File: src/rtl/hazard_pkg.sv
// hazard_pkg: shared state encoding and constants for the hazard sequencer
package hazard_pkg;

    typedef enum logic [1:0] {
        RUN,
        MEM_WAIT,
        HALT
    } hz_state_t;

    localparam logic [4:0] REG_ZERO = 5'd0;

endpackage

File: src/rtl/hazard_sequencer_load_use_detect.sv
// load_use_detect: flags an ID instruction that reads the destination of a load sitting in EX
module load_use_detect
    import hazard_pkg::*;
(
    input  logic       memread_i,
    input  logic [4:0] rd_i,
    input  logic [4:0] rs1_i,
    input  logic [4:0] rs2_i,
    input  logic       uses_rs2_i,
    output logic       lu_o
);

    assign lu_o = memread_i && (rd_i != REG_ZERO) &&
                  ((rd_i == rs1_i) || (uses_rs2_i && (rd_i == rs2_i)));

endmodule

File: src/rtl/hazard_sequencer.sv
// hazard_sequencer: stall/flush control for load-use, redirects and data-memory waits (perf counters under HAZARD_PERF_EN)
module hazard_sequencer
    import hazard_pkg::*;
#(
    parameter int WAIT_MAX = 15
)
(
    input  logic        clk,
    input  logic        rst,
    input  logic [4:0]  rs1D,
    input  logic [4:0]  rs2D,
    input  logic        usesrs2D,
    input  logic [4:0]  rdE,
    input  logic        memreadE,
    input  logic        branch_takenE,
    input  logic        jumpD,
    input  logic        dmem_busy,
    output logic        stallF,
    output logic        stallD,
    output logic        stallE,
    output logic        stallM,
    output logic        flushD,
    output logic        flushE,
    output logic        mem_timeout,
    output logic [31:0] stall_cnt,
    output logic [31:0] flush_cnt
);

    localparam int W = $clog2(WAIT_MAX + 1);
    localparam logic [W-1:0] WAIT_LAST = W'(WAIT_MAX);

    hz_state_t      state_q, state_d;
    logic           pend_q, pend_d;
    logic [W-1:0]   wait_q, wait_d;
    logic           lu, redir;

    load_use_detect u_lu (
        .memread_i  (memreadE),
        .rd_i       (rdE),
        .rs1_i      (rs1D),
        .rs2_i      (rs2D),
        .uses_rs2_i (usesrs2D),
        .lu_o       (lu)
    );

    assign redir       = branch_takenE | pend_q;
    assign wait_d      = !dmem_busy ? '0 : (wait_q == '1) ? wait_q : wait_q + 1'b1;
    assign mem_timeout = (state_q == HALT);

    // State, pending redirect and busy-cycle counter registers
    always_ff @(posedge clk) begin
        if (!rst) begin
            state_q <= RUN;
            pend_q  <= 1'b0;
            wait_q  <= '0;
        end else begin
            state_q <= state_d;
            pend_q  <= pend_d;
            wait_q  <= wait_d;
        end
    end

    // Mealy next-state and stall/flush decode in strict priority order
    always_comb begin
        state_d = state_q;
        pend_d  = pend_q;
        stallF  = 1'b0;
        stallD  = 1'b0;
        stallE  = 1'b0;
        stallM  = 1'b0;
        flushD  = 1'b0;
        flushE  = 1'b0;
        if (!rst) begin
            flushD = 1'b1;
            flushE = 1'b1;
        end else if (state_q == HALT || dmem_busy) begin
            {stallF, stallD, stallE, stallM} = 4'hf;
            if (state_q != HALT) begin
                state_d = (wait_q == WAIT_LAST) ? HALT : MEM_WAIT;
                pend_d  = branch_takenE | (state_q == MEM_WAIT && pend_q);
            end
        end else begin
            state_d = RUN;
            if (redir) begin
                flushD = 1'b1;
                flushE = 1'b1;
                pend_d = 1'b0;
            end else if (lu) begin
                stallF = 1'b1;
                stallD = 1'b1;
                flushE = 1'b1;
            end else begin
                flushD = jumpD;
            end
        end
    end

`ifdef HAZARD_PERF_EN
    logic [31:0] stall_cnt_q, flush_cnt_q;

    // Count stalled and bubbled cycles, frozen once halted
    always_ff @(posedge clk) begin
        if (!rst) begin
            stall_cnt_q <= '0;
            flush_cnt_q <= '0;
        end else if (state_q != HALT) begin
            stall_cnt_q <= stall_cnt_q + {31'd0, stallF};
            flush_cnt_q <= flush_cnt_q + {31'd0, flushE};
        end
    end

    assign stall_cnt = stall_cnt_q;
    assign flush_cnt = flush_cnt_q;
`else
    assign stall_cnt = '0;
    assign flush_cnt = '0;
`endif

endmodule

File: config.mk
export PLATFORM = sky130hd
export DESIGN_NAME = hazard_sequencer
export DESIGN_NICKNAME = d
export VERILOG_FILES = /design/src/rtl/hazard_pkg.sv /design/src/rtl/hazard_sequencer_load_use_detect.sv /design/src/rtl/hazard_sequencer.sv
export SDC_FILE = /design/constraint.sdc
export NUM_CORES = 1
export LEC_CHECK = 0
export ABC_AREA = 1
export ABC_CLOCK_PERIOD_IN_PS = 2000
export CORE_MARGIN = 2
export CORE_UTILIZATION = 34
export DETAILED_ROUTE_END_ITERATION = 6
export PLACE_DENSITY = 0.87
export SLEW_MARGIN = 10
export SYNTH_ARGS = -nofsm -noshare
export SYNTH_HDL_FRONTEND = slang
export SYNTH_SLANG_ARGS = --single-unit
File: constraint.sdc
create_clock -name clk -period 2 [get_ports clk]
set_input_delay 0.4 -clock clk [delete_from_list [all_inputs] [get_ports clk]]
set_output_delay 0.4 -clock clk [all_outputs]
set_load 0.005 [all_outputs]
After elaboration in Yosys (flattened, before gate mapping)
Index checks and enable logic that the tools add are counted.
{"block": "totals", "reg_bits": 7, "input_bits": 22, "output_inout_bits": 71, "word_cells": 41}
{"block": "classes", "n_addsub": 1, "n_eq_ne": 7, "muxes": 17, "n_bitwise": 2, "n_reduce_logical": 11}
{"cell": "$mux 1", "n": 16}
{"cell": "$eq 5x5->1", "n": 2}
{"cell": "$reduce_and 2->1", "n": 3}
{"cell": "$reduce_bool 5->1", "n": 1}
{"cell": "$add 4x1->4 const B", "n": 1}
{"cell": "$eq 4x4->1 const B", "n": 1}
{"cell": "$logic_and 1x1->1", "n": 4}
{"cell": "$eq 2x1->1 const B", "n": 1}
{"cell": "$eq 2x2->1 const B", "n": 1}
{"cell": "$logic_or 1x1->1", "n": 2}
{"cell": "$mux 2", "n": 1}
{"cell": "$ne 2x1->1 const B", "n": 1}
{"cell": "$ne 2x2->1 const B", "n": 1}
{"cell": "$or 1x1->1", "n": 2}
{"cell": "$reduce_bool 2->1", "n": 1}

Logic depth before layout (Yosys ltp)
Gate-level depths: netlist of the first run.
{"block": "logic_depth", "ltp_word": 8, "mapped_depth": 9, "mapped_depth_nobuf": 9}

Hierarchy
From an unflattened synthesis of the first run, not the netlist that was laid out.
{"block": "unflattened", "cells_unflattened": 179, "hier_area_um2": 1078.5}
{"module": "hazard_sequencer", "instances": 1, "cells_each": 127, "area_each_um2": 872.1}
{"module": "load_use_detect", "instances": 1, "cells_each": 52, "area_each_um2": 206.4}

Worst setup path after synthesis of the first run
No wires, ideal clock.
{"block": "synth_path", "path_type": "input to output", "startpoint": "input port rdE[0]", "endpoint": "output port stallF", "arrival_ps": 1016, "required_ps": 1600, "setup_slack_ps": 584, "path_stages": 7, "n_path_buf": 1, "cell_sequence": "inv_1 > nand4_1 > o21ai_0 > inv_1 > nand3_2 > nand2_2 > buf_4"}
{"block": "synth_via", "elab_chain_cells": 8, "elab_cells_between_ends": 11}
{"element": "start, declared", "line_no": "hazard_sequencer.sv:13", "text": "input logic [4:0] rdE,"}
{"element": "$eq 5x5->1", "line_no": "hazard_sequencer_load_use_detect.sv:14", "text": "((rd_i == rs1_i) || (uses_rs2_i && (rd_i == rs2_i)));"}
{"element": "$logic_and 1x1->1", "line_no": "hazard_sequencer_load_use_detect.sv:14"}
{"element": "$logic_or 1x1->1", "line_no": "hazard_sequencer_load_use_detect.sv:14"}
{"element": "$logic_and 1x1->1 (*)", "line_no": "hazard_sequencer_load_use_detect.sv:13", "text": "assign lu_o = memread_i && (rd_i != REG_ZERO) &&"}
{"element": "$mux 1 (*) (4 in a row)"}
{"element": "end, declared", "line_no": "hazard_sequencer.sv:18", "text": "output logic stallF,"}
Mark *: on every way between the ends. The rest lies on a longest branch, timed or not.

Final worst setup path of the first run
{"block": "layout_path", "startpoint": "input port usesrs2D", "endpoint": "output port stallD"}
{"block": "layout_via", "elab_chain_cells": 7}
{"element": "start, declared", "line_no": "hazard_sequencer.sv:12", "text": "input logic usesrs2D,"}
{"element": "$logic_and 1x1->1", "line_no": "hazard_sequencer_load_use_detect.sv:14"}
{"element": "$logic_or 1x1->1", "line_no": "hazard_sequencer_load_use_detect.sv:14"}
{"element": "$logic_and 1x1->1", "line_no": "hazard_sequencer_load_use_detect.sv:13"}
{"element": "$mux 1", "line_no": "hazard_sequencer.sv:88", "text": "end else if (lu) begin"}
{"element": "$mux 1", "line_no": "hazard_sequencer.sv:84", "text": "if (redir) begin"}
{"element": "$mux 1", "line_no": "hazard_sequencer.sv:76", "text": "end else if (state_q == HALT || dmem_busy) begin"}
{"element": "$mux 1", "line_no": "hazard_sequencer.sv:73", "text": "if (!rst) begin"}
{"element": "end, declared", "line_no": "hazard_sequencer.sv:19", "text": "output logic stallD,"}
Every way passes these cells.

==> results of run 1 <==
## worst max-delay path by stage
stage / endpoint / cells after the start
5_1_grt: stallF / 8
3_5_place_dp: flushE / 10
6_report: stallD / 8
3_3_place_gp: flushD / 9
4_1_cts: flushE / 8
2_1_floorplan: stallF / 7
## routing by layer
metal	wire (um)	part of all wire	global-route usage
met1	625	0.38	0.0976
met3	195	0.12	0.0262
met2	804	0.49	0.165
met5	0	0	0
met4	25	0.015	0.0195
## final cells by class
class,instances,area [um2],share of cell area
multi-input combinational,134,567,0.490
sequential,7,140,0.121
clock buffer,4,26.3,0.0227
timing repair buffer,34,299,0.259
tap,33,41.3,0.0357
inverter,22,82.6,0.0714
## placed cells by master, fill, tap and decap left out, types with 2 or more instances in the layout
cell type,Yosys,routed
a21oi_1,3,3
buf_4,66,6
clkbuf_2,0,2
clkbuf_4,0,3
clkdlybuf4s50_1,0,6
conb_1,1,64
dfxtp_1,7,7
dlygate4sd2_1,0,17
dlymetal6s2s_1,0,2
inv_1,21,19
inv_2,1,3
nand2_1,37,35
nand2_2,2,4
nand3_1,5,5
nor2_1,12,11
o21ai_0,3,2
## logic make-up (layout without fill, tap and decap cells)
group / count (synthesis) / in the layout
compound gates: 9 / 9
simple gates: 59 / 59
fa+ha+maj: 1 / 1
buf+inv: 88 / 60
xor+xnor: 1 / 1
flops: 7 / 7
other cells: 1 / 64
## sequential cells by signal (all words and copies together), names as in the netlist
name,count
wait_q,4
pend_q,1
state_q,2
## metrics by stage
step / TNS, ns / setup WS [ns]
after floorplan: 0 / 0.584
after global placement: -2.06 / -0.449
after detailed placement: -2.13 / -0.480
after CTS: 0 / 0.0123
after global routing: -0.0268 / -0.0140
final: 0 / 0.0591
## power breakdown
part	total (mW)	switching [mW]	internal (mW)	leakage, nW
clock network	0.123	0.0475	0.0758	0.0150
registers	0.146	0.00274	0.144	0.0571
logic	0.137	0.0773	0.0593	0.686
total	0.406	0.128	0.279	0.758
## worst register-to-register path: cells and delay by family (launching register included)
family | cells | cell delay, ns
flops | 1 | 0.39
simple gates | 2 | 0.17
fa+ha+maj | 1 | 0.21
buf+inv | 1 | 0.08
compound gates | 2 | 0.28
## what timing repair did
item,CTS,global route
hold buffers,0,0
buffers inserted,1,0
pin swaps,10,0
resized for setup,24,9
endpoints found under the setup margin,6,6
==> results.py, run 1 <==
metrics = {
    "status": {
        "status": "complete, no violations",
    },
    "synthesis": {
        "yosys_register_bits": 7,
        "netlist_top_cells_area": "buf_4, dfxtp_1, nand2_1",
        "synth-compound-area-share": 0.0529,
        "syn_avg_cell_area_um2": 6.27,
        "synth_top_family_by_area": "buffers and inverters",
        "syn-cell-area_um2": 1040,
        "synth_top_area_frac": 0.476,
        "muxShareOfSynthArea": 0,
        "synthAdderAreaFrac": 0.0120,
        "synth_most_common_cell": "buf_4",
        "yosys.area.top_type": "buf_4",
        "synth_edf_count": 0,
        "synth_async_sr_flop_share": 0,
        "synth_warnings": 0,
        "yosys-top-cells-count": "buf_4, nand2_1, inv_1",
        "synthDistinctLibCells": 19,
        "ys_seq_area_frac": 0.135,
        "synthCells": 166,
        "ys.flop_type": "dfxtp_1",
        "synthXorXnorAreaFrac": 0.00841,
        "yosys.area_share.simple": 0.233,
    },
    "critical_path": {
        "worstSetupStartpoint": "usesrs2D",
        "r2r_cells": 6,
        "arrival_ns": 1.54,
        "timing.rr.start": "wait_q[0]",
        "regToRegSetupSlack_ns": 0.76,
        "cpMostUsedCell": "nand2_2",
        "cp-start-kind": "input pin",
        "r2r_end": "wait_q[0]",
        "cp_max_fo": 3,
        "cp_slowest_cell": "clkdlybuf4s50_1",
        "path_class": "in -> out",
        "cp_top_family": "buffers and inverters",
        "slowest_delay_ns": 0.46,
        "crit_path_end_kind": "output pin",
        "path_buf_inv": 2,
        "crit_required_ns": 1.60,
        "path_cells": "clkdlybuf4s50_1, nand2_1, nor2_1, nand3_1, nand2_2, nand3_2, nand2_2, dlygate4sd2_1",
    },
    "global_route": {
        "grt-ovfl-total": 0,
        "grt_pass1_vias": 616,
        "antenna_found_initial": 0,
        "grt_pass1_wl_um": 2440,
        "grt_usage": 0.0886,
        "grt_max_degree": 6,
    },
    "hold_path": {
        "min_from": "pend_q",
        "hold_depth": 2,
        "hold_class": "reg -> reg",
        "whs_endpoint": "pend_q",
    },
    "drt": {
        "drt-pass1-iter-count": 4,
        "route.detailed.drc": 0,
        "drtAntennaViolNets": 0,
        "wire_per_inst_um": 7.06,
        "vias": 821,
        "drt-initial-drc-count": 43,
        "finalWirelength_um": 1650,
        "via_per_inst": 3.51,
    },
    "clocking": {
        "ctsHtreeMaxLevel": 1,
        "cts_tree": "done",
        "insertion_delay_ns": 0.25,
        "clk_pin_slew_worst_paths_ns": 0.05,
        "clock-sinks": 7,
        "cts_buffers": 3,
        "cts_root_buf": "clkbuf_4",
        "clockBufferDepth": 2,
    },
    "timing": {
        "hold_violations": 0,
        "period_minus_slack_ns": 1.94,
        "clock_skew_ns": 0.00597,
        "fmax_mhz": 515,
        "whs_ns": 0.492,
        "rsz0062_at_grt": "true",
        "slew_viol_final": 0,
        "period_share": 0.970,
        "setup_viol": 0,
    },
    "floorplan": {
        "initial_core_util": 0.350,
        "io_pins": 93,
        "die-area_um2": 3520,
        "core_area_um2": 2980,
        "die_x_um": 59.3,
        "core.rowCount": 20,
        "die_y_um": 59.3,
    },
    "place": {
        "port_buffers": 28,
        "placed_cells": 229,
        "hpwl_um": 1410,
        "placed_area_um2": 1140,
        "globalplace.congestion": 0.738,
    },
    "power": {
        "p_per_area_nw_per_um2": 351,
        "p_leak_nw": 0.758,
        "power_uw": 406,
        "irDropWorstVdd_v": 0.000158,
    },
    "cells_and_area": {
        "final_core_util": 0.388,
        "drive_gt1_frac": 0.104,
        "final_nets": 225,
        "stdcell_count": 234,
        "synthToLayoutAreaGrowth_pct": 11.1,
        "final_cell_area_um2": 1160,
        "nFillCells": 335,
        "antennaDiodeCount": 0,
    },
    "job": {
        "drv_cap": 0,
    },
}
No activity file was read; power rests on OpenSTA's default activity.
==> run 2, diff against run 1 <==
Settings changed: CTS_CLUSTER_SIZE set to 24.
==> results of run 2 <==
Same layout as run 1: the final DEF is identical, and so are final timing and power.
